## src/rtl/dmem_pkg.sv

```systemverilog
// Shared types and constants for the data-memory arbiter.
// Optional feature macro used by this slice: DMEM_ADDR_CHECK_EN.
package dmem_pkg;

    typedef enum logic [0:0] {
        P0_PRI = 1'b0,
        P1_PRI = 1'b1
    } arb_state_t;

    localparam logic [5:0] LOAD_OP    = 6'b110000;
    localparam logic [5:0] STORE_OP   = 6'b110001;
    localparam int         DMEM_DEPTH = 1024;
    localparam int         DMEM_AW    = 10;
    localparam int         DMEM_DW    = 32;

    // Out-of-range upper bits or a non-word-aligned byte address.
    function automatic logic addr_illegal(input logic [31:0] addr);
        return (|addr[31:DMEM_AW+2]) | (|addr[1:0]);
    endfunction

endpackage

```

## src/rtl/dmem_arbiter_if.sv

```systemverilog
// Requester and memory-side signal bundle of the data-memory arbiter.
interface dmem_arbiter_if;
    import dmem_pkg::*;

    logic               p0_req;
    logic               p0_we;
    logic [31:0]        p0_addr;
    logic [DMEM_DW-1:0] p0_wdata;
    logic               p0_gnt;
    logic               p0_rvalid;
    logic [DMEM_DW-1:0] p0_rdata;
    logic               p0_err;

    logic               p1_req;
    logic               p1_we;
    logic [31:0]        p1_addr;
    logic [DMEM_DW-1:0] p1_wdata;
    logic               p1_gnt;
    logic               p1_rvalid;
    logic [DMEM_DW-1:0] p1_rdata;
    logic               p1_err;

    logic               stall_mem;
    logic               mem_en;
    logic               mem_we;
    logic [DMEM_AW-1:0] mem_addr;
    logic [DMEM_DW-1:0] mem_wdata;
    logic [DMEM_DW-1:0] mem_rdata;

    modport slave (
        input  p0_req, p0_we, p0_addr, p0_wdata,
        input  p1_req, p1_we, p1_addr, p1_wdata,
        input  mem_rdata,
        output p0_gnt, p0_rvalid, p0_rdata, p0_err,
        output p1_gnt, p1_rvalid, p1_rdata, p1_err,
        output stall_mem, mem_en, mem_we, mem_addr, mem_wdata
    );

    modport master (
        output p0_req, p0_we, p0_addr, p0_wdata,
        output p1_req, p1_we, p1_addr, p1_wdata,
        output mem_rdata,
        input  p0_gnt, p0_rvalid, p0_rdata, p0_err,
        input  p1_gnt, p1_rvalid, p1_rdata, p1_err,
        input  stall_mem, mem_en, mem_we, mem_addr, mem_wdata
    );

endinterface

```

## src/rtl/dmem_resp_pipe.sv

```systemverilog
// One-cycle response stage for a single port: rvalid/err flags and the
// read-data forward from the registered memory output.
module dmem_resp_pipe
    import dmem_pkg::*;
(
    input  logic               clk,
    input  logic               rst_n,
    input  logic               i_load,
    input  logic               i_err,
    input  logic [DMEM_DW-1:0] i_mem_rdata,
    output logic               o_rvalid,
    output logic               o_err,
    output logic [DMEM_DW-1:0] o_rdata
);

    logic r_rvalid;
    logic r_err;
    logic r_fwd;

    // Capture this cycle's grant outcome for presentation next cycle.
    always_ff @(posedge clk or negedge rst_n) begin
        if (!rst_n) begin
            r_rvalid <= 1'b0;
            r_err    <= 1'b0;
            r_fwd    <= 1'b0;
        end else begin
            r_rvalid <= i_load;
            r_err    <= i_err;
            r_fwd    <= i_load & ~i_err;
        end
    end

    // Memory data is already registered; only a real load forwards it.
    assign o_rdata  = r_fwd ? i_mem_rdata : {DMEM_DW{1'b0}};
    assign o_rvalid = r_rvalid;
    assign o_err    = r_err;

endmodule

```

## src/rtl/dmem_arbiter.sv

```systemverilog
// Two-port arbiter for the single-ported data memory: fixed port-0 priority
// bounded by a port-1 starvation counter. Optional: DMEM_ADDR_CHECK_EN.
module dmem_arbiter
    import dmem_pkg::*;
#(
    parameter int DEPTH    = DMEM_DEPTH,
    parameter int AW       = $clog2(DEPTH),
    parameter int DW       = DMEM_DW,
    parameter int MAX_WAIT = 4
) (
    input  logic           clk,
    input  logic           rst_n,
    dmem_arbiter_if.slave  bus
);

    localparam logic [3:0] MAX_CNT = 4'(MAX_WAIT);

    arb_state_t    r_state;
    arb_state_t    w_state_nxt;
    logic [3:0]    r_wait_cnt;
    logic [3:0]    w_cnt_nxt;
    logic          w_p0_win;
    logic          w_p1_win;
    logic          w_p0_gnt;
    logic          w_p1_gnt;
    logic          w_p0_bad;
    logic          w_p1_bad;
    logic          w_mem_en;
    logic          w_mem_we;
    logic [AW-1:0] w_mem_addr;
    logic [DW-1:0] w_mem_wdata;

`ifdef DMEM_ADDR_CHECK_EN
    assign w_p0_bad = addr_illegal(bus.p0_addr);
    assign w_p1_bad = addr_illegal(bus.p1_addr);
`else
    assign w_p0_bad = 1'b0;
    assign w_p1_bad = 1'b0;
    wire w_unused_addr = ^{bus.p0_addr[31:AW+2], bus.p0_addr[1:0],
                           bus.p1_addr[31:AW+2], bus.p1_addr[1:0]};
`endif

    // Grant decision; port 1 wins a conflict only while it holds priority.
    always_comb begin
        w_p1_win = bus.p1_req & (~bus.p0_req | (r_state == P1_PRI));
        w_p0_win = bus.p0_req & ~w_p1_win;
        w_p0_gnt = w_p0_win & rst_n;
        w_p1_gnt = w_p1_win & rst_n;
    end

    // Steer the winner onto the memory bus; illegal addresses never reach it.
    always_comb begin
        w_mem_en    = 1'b0;
        w_mem_we    = 1'b0;
        w_mem_addr  = {AW{1'b0}};
        w_mem_wdata = {DW{1'b0}};
        if (w_p1_gnt && !w_p1_bad) begin
            w_mem_en    = 1'b1;
            w_mem_we    = bus.p1_we;
            w_mem_addr  = bus.p1_addr[AW+1:2];
            w_mem_wdata = bus.p1_wdata;
        end else if (w_p0_gnt && !w_p0_bad) begin
            w_mem_en    = 1'b1;
            w_mem_we    = bus.p0_we;
            w_mem_addr  = bus.p0_addr[AW+1:2];
            w_mem_wdata = bus.p0_wdata;
        end else begin
            w_mem_en    = 1'b0;
        end
    end

    // Priority FSM next state and port-1 starvation counter.
    always_comb begin
        w_state_nxt = r_state;
        w_cnt_nxt   = r_wait_cnt;
        if (w_p1_gnt) begin
            w_state_nxt = P0_PRI;
            w_cnt_nxt   = 4'd0;
        end else begin
            case (r_state)
                P0_PRI: begin
                    if (bus.p1_req) begin
                        if (r_wait_cnt < MAX_CNT) begin
                            w_cnt_nxt = r_wait_cnt + 4'd1;
                        end else begin
                            w_cnt_nxt = MAX_CNT;
                        end
                        if (w_cnt_nxt == MAX_CNT) begin
                            w_state_nxt = P1_PRI;
                        end else begin
                            w_state_nxt = P0_PRI;
                        end
                    end else begin
                        w_state_nxt = P0_PRI;
                    end
                end
                P1_PRI: begin
                    if (!bus.p1_req) begin
                        w_state_nxt = P0_PRI;
                        w_cnt_nxt   = 4'd0;
                    end else begin
                        w_state_nxt = P1_PRI;
                    end
                end
                default: begin
                    w_state_nxt = P0_PRI;
                    w_cnt_nxt   = 4'd0;
                end
            endcase
        end
    end

    // FSM state and counter registers.
    always_ff @(posedge clk or negedge rst_n) begin
        if (!rst_n) begin
            r_state    <= P0_PRI;
            r_wait_cnt <= 4'd0;
        end else begin
            r_state    <= w_state_nxt;
            r_wait_cnt <= w_cnt_nxt;
        end
    end

    dmem_resp_pipe u_resp0 (
        .clk         (clk),
        .rst_n       (rst_n),
        .i_load      (w_p0_gnt & ~bus.p0_we),
        .i_err       (w_p0_gnt & w_p0_bad),
        .i_mem_rdata (bus.mem_rdata),
        .o_rvalid    (bus.p0_rvalid),
        .o_err       (bus.p0_err),
        .o_rdata     (bus.p0_rdata)
    );

    dmem_resp_pipe u_resp1 (
        .clk         (clk),
        .rst_n       (rst_n),
        .i_load      (w_p1_gnt & ~bus.p1_we),
        .i_err       (w_p1_gnt & w_p1_bad),
        .i_mem_rdata (bus.mem_rdata),
        .o_rvalid    (bus.p1_rvalid),
        .o_err       (bus.p1_err),
        .o_rdata     (bus.p1_rdata)
    );

    assign bus.p0_gnt    = w_p0_gnt;
    assign bus.p1_gnt    = w_p1_gnt;
    assign bus.stall_mem = bus.p0_req & ~w_p0_gnt & rst_n;
    assign bus.mem_en    = w_mem_en;
    assign bus.mem_we    = w_mem_we;
    assign bus.mem_addr  = w_mem_addr;
    assign bus.mem_wdata = w_mem_wdata;

endmodule

```

## src/flat_wrapper.sv

```systemverilog
// flat-port wrapper written by rule: the top's interface ports become plain ports
module dmem_arbiter_flat import dmem_pkg::*;
#(
    parameter int DEPTH    = DMEM_DEPTH,
    parameter int AW       = $clog2(DEPTH),
    parameter int DW       = DMEM_DW,
    parameter int MAX_WAIT = 4
)
  (clk, rst_n, bus_p0_req, bus_p0_we, bus_p0_addr, bus_p0_wdata, bus_p1_req, bus_p1_we, bus_p1_addr, bus_p1_wdata, bus_mem_rdata, bus_p0_gnt, bus_p0_rvalid, bus_p0_rdata, bus_p0_err, bus_p1_gnt, bus_p1_rvalid, bus_p1_rdata, bus_p1_err, bus_stall_mem, bus_mem_en, bus_mem_we, bus_mem_addr, bus_mem_wdata);
  dmem_arbiter_if bus_i ();
  input  logic clk;
  input  logic rst_n;
  input wire logic [$bits(bus_i.p0_req)-1:0] bus_p0_req;
  input wire logic [$bits(bus_i.p0_we)-1:0] bus_p0_we;
  input wire logic [$bits(bus_i.p0_addr)-1:0] bus_p0_addr;
  input wire logic [$bits(bus_i.p0_wdata)-1:0] bus_p0_wdata;
  input wire logic [$bits(bus_i.p1_req)-1:0] bus_p1_req;
  input wire logic [$bits(bus_i.p1_we)-1:0] bus_p1_we;
  input wire logic [$bits(bus_i.p1_addr)-1:0] bus_p1_addr;
  input wire logic [$bits(bus_i.p1_wdata)-1:0] bus_p1_wdata;
  input wire logic [$bits(bus_i.mem_rdata)-1:0] bus_mem_rdata;
  output wire logic [$bits(bus_i.p0_gnt)-1:0] bus_p0_gnt;
  output wire logic [$bits(bus_i.p0_rvalid)-1:0] bus_p0_rvalid;
  output wire logic [$bits(bus_i.p0_rdata)-1:0] bus_p0_rdata;
  output wire logic [$bits(bus_i.p0_err)-1:0] bus_p0_err;
  output wire logic [$bits(bus_i.p1_gnt)-1:0] bus_p1_gnt;
  output wire logic [$bits(bus_i.p1_rvalid)-1:0] bus_p1_rvalid;
  output wire logic [$bits(bus_i.p1_rdata)-1:0] bus_p1_rdata;
  output wire logic [$bits(bus_i.p1_err)-1:0] bus_p1_err;
  output wire logic [$bits(bus_i.stall_mem)-1:0] bus_stall_mem;
  output wire logic [$bits(bus_i.mem_en)-1:0] bus_mem_en;
  output wire logic [$bits(bus_i.mem_we)-1:0] bus_mem_we;
  output wire logic [$bits(bus_i.mem_addr)-1:0] bus_mem_addr;
  output wire logic [$bits(bus_i.mem_wdata)-1:0] bus_mem_wdata;
  assign bus_i.p0_req = bus_p0_req;
  assign bus_i.p0_we = bus_p0_we;
  assign bus_i.p0_addr = bus_p0_addr;
  assign bus_i.p0_wdata = bus_p0_wdata;
  assign bus_i.p1_req = bus_p1_req;
  assign bus_i.p1_we = bus_p1_we;
  assign bus_i.p1_addr = bus_p1_addr;
  assign bus_i.p1_wdata = bus_p1_wdata;
  assign bus_i.mem_rdata = bus_mem_rdata;
  assign bus_p0_gnt = bus_i.p0_gnt;
  assign bus_p0_rvalid = bus_i.p0_rvalid;
  assign bus_p0_rdata = bus_i.p0_rdata;
  assign bus_p0_err = bus_i.p0_err;
  assign bus_p1_gnt = bus_i.p1_gnt;
  assign bus_p1_rvalid = bus_i.p1_rvalid;
  assign bus_p1_rdata = bus_i.p1_rdata;
  assign bus_p1_err = bus_i.p1_err;
  assign bus_stall_mem = bus_i.stall_mem;
  assign bus_mem_en = bus_i.mem_en;
  assign bus_mem_we = bus_i.mem_we;
  assign bus_mem_addr = bus_i.mem_addr;
  assign bus_mem_wdata = bus_i.mem_wdata;
  dmem_arbiter #(.DEPTH(DEPTH), .AW(AW), .DW(DW), .MAX_WAIT(MAX_WAIT)) u_core (.clk(clk), .rst_n(rst_n), .bus(bus_i));
endmodule
```

## config.mk

```make
export PLATFORM = sky130hd
export DESIGN_NAME = dmem_arbiter_flat
export DESIGN_NICKNAME = d
export VERILOG_FILES = /design/src/rtl/dmem_pkg.sv /design/src/rtl/dmem_arbiter_if.sv /design/src/rtl/dmem_resp_pipe.sv /design/src/rtl/dmem_arbiter.sv /design/src/flat_wrapper.sv
export SDC_FILE = /design/constraint.sdc
export NUM_CORES = 1
export LEC_CHECK = 0
export CAP_MARGIN = 20
export CORE_AREA = 2 2 109 111
export DETAILED_ROUTE_END_ITERATION = 12
export DIE_AREA = 0 0 111 113
export MAX_ROUTING_LAYER = met4
export PLACE_DENSITY_LB_ADDON = 0.2
export SLEW_MARGIN = 0
export SYNTH_ARGS = -nofsm -noshare
export SYNTH_HDL_FRONTEND = slang
export SYNTH_SLANG_ARGS = --single-unit
```

## constraint.sdc

```tcl
create_clock -name clk -period 1.3 [get_ports clk]
set_input_delay 0.26 -clock clk [delete_from_list [all_inputs] [get_ports clk]]
set_output_delay 0.26 -clock clk [all_outputs]
set_load 0.005 [all_outputs]
```

==> results.md, run 1 <==
- Status: finished with violations
- Failing checks: negative setup slack
- Num rows: 39
- Setup TNS Final: -33,160 ps
- Startpoint types: flop
- Clk_skew: between 1.5 and 2 ps
- Clock insertion delay at the later pin of the skew report: roughly 230 ps
- DPL Wire Length: 6457 µm
- Proportion of synthesized chip area in sequential cells: roughly 14%
- R2R setup slack: about 70 ps
- Maximum fanout along the worst path: 6
- Clock buffer depth: 2
- R2R depth: 6
- Final Cycle Share: 144.7%
- Most common cell in the synthesized netlist: and2_1
- Synth warn: 0
- Final Util: around two fifths
- Fmax: about 530 MHz
- Worst min-delay path class: in2async
- Critical path class: reg2out
- Final setup margin: -580.9 ps
- Die height: about 110 µm
- Port Buf Inserts: about 230
- Antenna-violating nets left: 0
- Drt wl/cell: roughly 18 µm
- Filler cells: 1,072
- Ant diodes: 0
- Synth unique cells: 24
- Final hold vios: 0
- Power per cell area: about 520 mW/mm²
- Hold_ws: around 160 ps
- First-pass GRT wire length: around 14,000 µm
- Synth area leaders: and2_1, a22o_1, dfrtp_1, buf_6, buf_4
- Synth Area per Inst: about 7.8 µm²
- CP startpoint: u_core.r_state$_DFF_PN0_
- Vias per cell: 4.129
- GRT Total Usage: between 10% and 20%
- Grt total ovfl: 0
- Initial Utilization: between 10% and 20%
- Post-synth EDFFs: 0
- Maxcap violations: 0
- Die ar.: ~0.013 mm²
- Final Critical Period: 1881 ps
- Post-Layout Inst Area: about 0.0046 mm²
- Max VDD drop: 364.4 µV
- Largest net degree at the start of global routing: 21
- R2r endpoint: u_core.r_wait_cnt[2]$_DFFE_PN0P_
- Post-synth top area share: 32.40%
- Vias in the first global route: 2,579
- # IOs: 281
- Area leader, netlist: and2_1
- Htree depth: 1
- Slowest-stage cell, CP: dfrtp_1
- Setup-failing EPs final: roughly 110
- Async S/R FF share, synth: 100.0%
- Critical Path End Type: output pin
- Cell family with the largest share of critical-path delay: buffers and inverters
- Top post-synthesis cells by count: and2_1, a22o_1, dfrtp_1, buf_6, clkbuf_1
- Pre-CTS worst setup slack: -938.1 ps
- Layout cell share with drive strength beyond 1: between 50 and 60%
- Slowest stage delay, CP: roughly 370 ps
- CP bufs+invs: 3
- Leakage: 2.164 nW
- Critical R2R Launch: u_core.r_state$_DFF_PN0_
- Cells along the critical path: nand2b_4 -> and3_4 -> buf_12 -> bufbuf_16 -> a22o_1 -> buf_2
- Mapped Area: ~0.0013 mm²
- Worst-path clk slew: approximately 40 ps
- Clock sink count: 7
- Routability cong.: between 0.7 and 0.8
- First drt pass iteration count: 4
- CTS buffer count: 3
- Max-slew violations: 0
- Initial antenna violation count: 0
- Clock root buffer: clkbuf_16
- Seq cells post-synth: 7
- RSZ-0062 raised after global routing: yes
- Vias: between 2,000 and 2,500
- Area Growth Syn to Fin: 264.0%
- Main synth FF type: dfrtp_1
- Chip width: between 100 and 150 µm
- CTS tree: done
- Iter 0 DRT Violations: 46
- Routed Wire Length: 10,180 µm
- Cells after synthesis: between 150 and 200
- Cell area after placement: around 0.0038 mm²
- Worst Path Arrival: 1620 ps
- Core Region: 0.01127 mm²
- Required time of the worst setup path: roughly 1000 ps
- Net count, final: 605
- Drc violations: 0
kinds of logic after synthesis:
logic type	after synthesis	share of synthesized area, %
adders and majority gates	1	0.9968
DFF	7	13.96
buffers and inverters	18	10.47
AOI/OAI and AO/OA	52	34.79
other	1	0.2988
and+or+nand+nor	81	39.48
final cells by class:
type	count	area, µm²	share of cell area, %
Sequential cell	7	177.7	3.889
Inverter	1	3.754	0.08217
Tap cell	143	178.9	3.917
Multi-Input combinational cell	136	1142	25.01
Timing Repair Buffer	289	2987	65.38
Clock buffer	4	78.83	1.726
registers in the layout, indices dropped and copies added, names as in the netlist:
signal and flops:
u_core.u_resp1.r_fwd 1, u_core.u_resp0.r_fwd 1, u_core.r_wait_cnt 4, u_core.r_state 1
metrics by stage:
step,power (mW),cells
finish,2.383,580
global route,2.520,580
CTS,2.365,581
detailed placement,1.585,535
global placement,1.572,535
floorplan,0.7222,161
layout by cell type (no fill, tap or decap), drive strengths merged:
cell type      instances
nor3b                  1
and2b                  1
or2                    1
nand2                  4
and2                  65
clkdlybuf4s50        118
conb                   2
a32o                   1
clkbuf                 6
o21a                   1
and3                   2
a22o                  44
bufbuf                 1
nor2b                  3
o21ai                  4
a21oi                  2
dlygate4sd2            3
nor3                   1
ha                     1
inv                    1
nand2b                 2
clkdlybuf4s15          1
nor2                   1
dfrtp                  7
buf                  164
timing repair:
| item | in CTS | in global routing |
|---|---|---|
| setup buffers | 29 | 8 |
| gates resized for setup | 563 | 75 |
| hold buffers | 0 | 0 |
| cloned | 13 | 2 |
| pin swaps | 24 | 15 |
| endpoints found under the setup margin | 116 | 114 |
worst reg2reg max path: stages (launching register included):
cell and delay, ps:
dfrtp_1 370, nand2b_4 140, and3_4 190, buf_4 140, buf_6 110, buf_6 120, a21oi_2 90
how the worst max path moves through the flow:
stage | slack (ps) | endpoint | cells after the start
floorplan | -120 | bus_mem_wdata[24] | 5
global placement | -930 | bus_mem_wdata[6] | 6
detailed placement | -940 | bus_mem_wdata[22] | 6
CTS | -600 | bus_mem_addr[9] | 6
global route | -630 | bus_mem_addr[9] | 6
finish | -580 | bus_mem_addr[9] | 6
per-layer routing:
metal / GRT usage [%] / vias to the layer above / wire (µm)
li1: - / 1122 / -
met1: 15.31 / 1095 / 3693
met2: 31.00 / 174 / 5712
met3: 2.785 / 4 / 709
met4: 2.417 / 0 / 64
met5: - / - / 0
where the power goes:
part	switching, mW	internal (mW)
registers	0.0463	0.271
logic	0.516	1.02
clock network	0.119	0.408
No activity file was read; power rests on OpenSTA's default activity.
==> inputs of run 2 (changes only) <==
--- a/config.mk
+++ b/config.mk
@@ -7,10 +7,10 @@
 export LEC_CHECK = 0
 export CAP_MARGIN = 20
-export CORE_AREA = 2 2 109 111
+export CORE_AREA = 3 3 107 109
 export DETAILED_ROUTE_END_ITERATION = 12
-export DIE_AREA = 0 0 111 113
+export DIE_AREA = 0 0 110 112
 export MAX_ROUTING_LAYER = met4
 export PLACE_DENSITY_LB_ADDON = 0.2
-export SLEW_MARGIN = 0
+export SLEW_MARGIN = 20
 export SYNTH_ARGS = -nofsm -noshare
 export SYNTH_HDL_FRONTEND = slang
==> constraint.sdc (replaced) <==
create_clock -name clk -period 1.3 [get_ports clk]
set_input_delay 0.13 -clock clk [delete_from_list [all_inputs] [get_ports clk]]
set_output_delay 0.13 -clock clk [all_outputs]
set_load 0.005 [all_outputs]
==> run 2 against run 1 <==
- the flow still finishes with violations (negative setup slack)
- sequential power rose by 3%
- cell count rose by 1.0%
- clock skew barely moved
- design area fell by 1.4%
- register-to-register slack got worse by 160 ps
- combinational power rose by 5%
- die area fell by 1.8%
- clock power fell by 42%
- global-route usage fell by 0.91 points
- via count rose by 1.8%
- critical endpoint is now bus_mem_wdata[24]
==> results.md, run 2 (synthesis gave the netlist of run 1 again) <==
- Status: finished with violations
- Failing checks: negative setup slack
- Num rows: 38 (-2.6%)
- Most frequent cells in the layout: clkdlybuf4s50_1, buf_6, buf_2
- Die ar.: 0.01232 mm² (-1.8%)
- Final hold vios: 0 (unchanged)
- Critical R2R Launch: u_core.r_state$_DFF_PN0_
- Power consumption: 2.241 mW (-5.9%)
- Layout cell share with drive strength beyond 1: 54.48% (-0.89 points)
- Power per cell area: 497.6 mW/mm² (-4.6%)
- Routed Wire Length: 9604 µm (-5.7%)
- Maxcap violations: 0 (unchanged)
- RSZ-0062 raised after global routing: yes
- Required time of the worst setup path: 1170 ps (+130 ps)
- Clock insertion delay at the later pin of the skew report: 230 ps (about the same)
- Vias: 2,439 (+1.8%)
- Slowest-stage cell, CP: dfrtp_1
- R2R setup slack: -90 ps (-160 ps)
- Initial Utilization: 11.73% (+0.60 points)
- Post-CTS Hold Buffers: 0 (unchanged)
- Max FFs per register: 4 (unchanged)
- Worst-path clk slew: 40 ps (about the same)
- Slowest stage delay, CP: 410 ps (+40 ps)
- Commonest non-fill, non-tap cell in the layout: clkdlybuf4s50_1
- Setup TNS Final: -17,620 ps (+15,540 ps)
- First drt pass iteration count: 4 (unchanged)
- Worst min-delay path class: in2async
- Maximum fanout along the worst path: 8 (+2)
- GRT Total Usage: 14.34% (-0.91 points)
- Clock buffer depth: 2 (unchanged)
- Critical Path End Type: output pin
- Chip width: 110 µm (-0.90%)
- Setup-failing EPs final: 85 (-23%)
- Max VDD drop: 232.1 µV (-36%)
- Net count, final: 614 (+1.5%)
- Grt total ovfl: 0 (unchanged)
- Clk_skew: 1.570 ps (-0.03110 ps)
- R2r endpoint: u_core.u_resp1.r_fwd$_DFF_PN0_
- Core Region: 0.01070 mm² (-5.1%)
- Cell area after placement: 0.003826 mm² (about the same)
- Final setup margin: -425.6 ps (+155.2 ps)
- Max-slew violations: 0 (unchanged)
- Initial antenna violation count: 0 (unchanged)
- Post-Layout Inst Area: 0.004504 mm² (-1.4%)
- Finished Layout Cells: 586 (+1.0%)
- Iter 0 DRT Violations: 92 (+100%)
- Drc violations: 0 (unchanged)
- R2R depth: 6 (unchanged)
- Vias in the first global route: 2,646 (+2.6%)
- Die height: 112 µm (-0.88%)
- CTS buffer count: 3 (unchanged)
- Clock sink count: 7 (unchanged)
- First-pass GRT wire length: 13,280 µm (-8.0%)
- Vias per cell: 4.162 (+0.79%)
- Hold_ws: 34.50 ps (-124.4 ps)
- Ant diodes: 0 (unchanged)
- DP Cell Count: 534 (-0.19%)
- # IOs: 281 (unchanged)
- Final Critical Period: 1726 ps (-155.2 ps)
- Final Util: 42.11% (+1.6 points)
- Port Buf Inserts: 234 (unchanged)
- Pre-CTS worst setup slack: -756.0 ps (+182.1 ps)
- Leakage: 2.184 nW (+0.93%)
- Filler cells: 1,097 (+2.3%)
- Htree depth: 1 (unchanged)
- Worst Path Arrival: 1600 ps (-20 ps)
- Reg with most FFs: u_core.r_wait_cnt
- Antenna-violating nets left: 0 (unchanged)
- Area Growth Syn to Fin: 258.9%
- Critical path class: reg2out
- DPL Wire Length: 6703 µm (+3.8%)
- Fmax: 579.5 MHz (+9.0%)
- Drt wl/cell: 16.39 µm (-6.6%)
- Clock root buffer: clkbuf_8
- Final Cycle Share: 132.7% (-12 points)
- Largest net degree at the start of global routing: 16 (-24%)
- Startpoint types: flop
- Routability cong.: 0.7975 (+0.97%)
- CTS tree: done
- Cells along the critical path: nand2b_4 -> and3_4 -> buf_12 -> buf_16 -> a22o_4 -> buf_6
-- run 2: report_power, final --
part           internal (mW)  switching (mW)  leakage, nW
registers              0.270          0.0578       0.0923
logic                   1.07           0.535         2.07
clock network          0.212          0.0958       0.0228
total                   1.55           0.688         2.18
-- run 2: per-layer routing --
layer | track usage [%] | wire [µm] | part of all wire (%)
met1 | 13.12 | 3065 | 32
met2 | 28.11 | 5160 | 54
met3 | 3.304 | 1150 | 12
met4 | 4.738 | 229 | 2.4
met5 | - | 0 | 0
-- run 2: worst max path at each step --
stage	startpoint	end	slack, ps	cells after the start
5_1_grt	u_core.r_state$_DFF_PN0_	bus_mem_wdata[9]	-480	7
3_5_place_dp	rst_n	bus_mem_wdata[24]	-760	6
6_report	u_core.r_state$_DFF_PN0_	bus_mem_wdata[24]	-430	6
4_1_cts	u_core.r_state$_DFF_PN0_	bus_mem_wdata[24]	-460	6
3_3_place_gp	rst_n	bus_mem_wdata[24]	-770	6
2_1_floorplan	u_core.r_state$_DFF_PN0_	bus_mem_wdata[24]	10	5
-- run 2: cell type report --
| cell class | count | area [µm²] | area share (%) |
|---|---|---|---|
| sequential | 7 | 176.4 | 3.917 |
| multi-input combinational | 136 | 1165 | 25.86 |
| tap | 140 | 175.2 | 3.889 |
| timing repair buffer | 298 | 2939 | 65.25 |
| clock buffer | 4 | 45.04 | 1.000 |
| inverter | 1 | 3.754 | 0.08333 |
-- run 2: worst max-delay path, delay by kind of cell, from the launching register on --
family | cells | cell delay (ps)
DFF | 1 | 410
buffers and inverters | 3 | 390
AOI/OAI and AO/OA | 1 | 220
and+or+nand+nor | 2 | 340
-- run 2: what timing repair did --
action,4_1_cts,5_1_grt
endpoints found under the setup margin,116,113
pin swaps,39,25
gates resized for setup,540,98
cloned,11,2
setup buffers,39,11
==> inputs of run 3 (changes only) <==
Settings changed: RECOVER_POWER from default to 100.
==> run 3 against run 2 <==
- the flow still finishes with violations (negative setup slack)
- critical path depth did not move
- die area is the same
- clock power about the same
- combinational power hardly changed
- routed wire length increased by 0.22%
- clock skew about the same
- flip-flop and latch count is the same
- critical path type unchanged
- critical endpoint unchanged
==> results.md, run 3 (synthesis gave the netlist of run 1 again) <==
- Setup-failing EPs final: 91 (+7.1%)
- Htree depth: 1 (unchanged)
- CP startpoint: u_core.r_state$_DFF_PN0_
- Maxcap violations: 0 (unchanged)
- Flop pwr share: 14.6% (about the same)
- Critical R2R Launch: u_core.r_state$_DFF_PN0_
- Required time of the worst setup path: 1170 ps (about the same)
- CTS buffer count: 3 (unchanged)
- Final Critical Period: 1726 ps (-0.1140 ps)
- Commonest non-fill, non-tap cell in the layout: clkdlybuf4s50_1
- Grt total ovfl: 0 (unchanged)
- Num rows: 38 (unchanged)
- # IOs: 281 (unchanged)
- Ant diodes: 0 (unchanged)
- Leakage: 2.157 nW (-1.2%)
- Iter 0 DRT Violations: 83 (-9.8%)
- RSZ-0062 raised after global routing: yes
- Area Growth Syn to Fin: 256.3%
- Clock sink count: 7 (unchanged)
- Clock share of power: 13.8% (about the same)
- Reg with most FFs: u_core.r_wait_cnt
- Layout cell share with drive strength beyond 1: 53.59% (-0.90 points)
- Routed Wire Length: 9625 µm (+0.22%)
- Routability cong.: 0.7975 (unchanged)
- Slowest stage delay, CP: 410 ps (about the same)
- Initial antenna violation count: 0 (unchanged)
- R2r endpoint: u_core.u_resp1.r_fwd$_DFF_PN0_
- Sw frac: 30.80% (+0.093 points)
- Final setup margin: -425.5 ps (+0.1140 ps)
- Critical Path End Type: output pin
- Vias in the first global route: 2,646 (unchanged)
- Worst min-delay path class: in2async
- Failing checks: negative setup slack
- Post-CTS Hold Buffers: 0 (unchanged)
- M2 GR Usage: 28.11% (unchanged)
- Initial Utilization: 11.73% (unchanged)
- R2R depth: 6 (unchanged)
- GRT Total Usage: 14.34% (unchanged)
- Clock root buffer: clkbuf_8
- Status: finished with violations
- Drc violations: 0 (unchanged)
- R2R setup slack: -90 ps (about the same)
- DP Cell Count: 534 (unchanged)
- Core Region: 0.01070 mm² (unchanged)
- Worst Path Arrival: 1600 ps (about the same)
- Startpoint types: flop
- NetSw: 0.6878 mW (about the same)
- Chip width: 110 µm (unchanged)
- Drt wl/cell: 16.42 µm (+0.22%)
- Power per cell area: 499.5 mW/mm² (+0.37%)
- Die height: 112 µm (unchanged)
- Clock insertion delay at the later pin of the skew report: 230 ps (about the same)
- Max VDD drop: 232.0 µV (about the same)
- Max FFs per register: 4 (unchanged)
- Vias: 2,447 (+0.33%)
- Most frequent cells in the layout: clkdlybuf4s50_1, buf_6, buf_2
- GRT met3 Usage: 3.304% (unchanged)
- P_int: 1.546 mW (-0.49%)
- Clock buffer depth: 2 (unchanged)
- Max-slew violations: 0 (unchanged)
- Antenna-violating nets left: 0 (unchanged)
- CTS tree: done
- Die ar.: 0.01232 mm² (unchanged)
- Largest net degree at the start of global routing: 16 (unchanged)
- Port Buf Inserts: 234 (unchanged)
- Most Crowded Layer GR: met2
- Clk_skew: 1.861 ps (+0.2905 ps)
- Grt met1 use: 13.12% (unchanged)
- Vias per cell: 4.176 (+0.33%)
- Combinational power share: 71.6% (about the same)
- Slowest-stage cell, CP: dfrtp_1
- DPL Wire Length: 6703 µm (unchanged)
- Worst-path clk slew: 40 ps (about the same)
- Critical path class: reg2out
- Power consumption: 2.233 mW (-0.35%)
- Final Util: 41.80% (-0.30 points)
- Cells along the critical path: nand2b_4 -> and3_4 -> buf_12 -> buf_16 -> a22o_4 -> buf_6
- Fmax: 579.5 MHz (about the same)
- Net count, final: 614 (unchanged)
- First drt pass iteration count: 4 (unchanged)
- Final hold vios: 0 (unchanged)
- First-pass GRT wire length: 13,280 µm (unchanged)
- Final Cycle Share: 132.7% (about the same)
- Maximum fanout along the worst path: 8 (unchanged)
- Finished Layout Cells: 586 (unchanged)
[run 3: worst max-delay path by stage]
stage | slack [ps] | depth (start not counted) | endpoint
4_1_cts | -460 | 6 | bus_mem_wdata[24]
5_1_grt | -480 | 7 | bus_mem_wdata[9]
2_1_floorplan | 10 | 5 | bus_mem_wdata[24]
6_report | -430 | 6 | bus_mem_wdata[24]
3_5_place_dp | -760 | 6 | bus_mem_wdata[24]
3_3_place_gp | -770 | 6 | bus_mem_wdata[24]
[run 3: layout make-up]
cell class	count	area, µm²
clock buffer	4	45.04
sequential	7	175.2
inverter	1	3.754
tap	140	175.2
multi-input combinational	136	1165
timing repair buffer	298	2908
fill	1106	6226
[run 3: power groups by stage]
stage	sequential [mW]	clock, mW	combinational, mW
6_report	0.327	0.308	1.60
5_1_grt	0.332	0.333	1.72
4_1_cts	0.317	0.318	1.47
3_5_place_dp	0.316	0	1.27
3_3_place_gp	0.316	0	1.26
2_1_floorplan	0.310	0	0.412
[run 3: metrics by stage]
step | instance area (µm²) | hold WS (ps) | setup TNS, ps | worst slack [ps]
5_1_grt | 4472 | 184.4 | -23360 | -478.2
6_report | 4472 | 142.6 | -18060 | -425.5
4_1_cts | 4272 | 30.88 | -21580 | -461.7
3_5_place_dp | 3826 | 493.6 | -36870 | -756.0
3_3_place_gp | 3826 | 479.4 | -36630 | -767.3
2_1_floorplan | 1271 | -165.6 | 0 | 9.605
[run 3: worst max-delay path, delay by kind of cell, from the launching register on]
family	cells	cell delay, ps
flops	1	410
buf+inv	3	390
simple gates	2	340
compound gates	1	220
[run 3: what timing repair did]
action                     4_1_cts  5_1_grt
cloned                          11        2
setup endpoints to repair      116      113
gates resized for setup        540       98
pin swaps                       39       25
buffers inserted                39       11
[run 3: metal layers]
metal  vias to the layer above  routed length [µm]
met5                         -                   0
met4                         0                 229
met3                        15                1153
met2                       181                5157
met1                      1106                3085
li1                       1145                   -
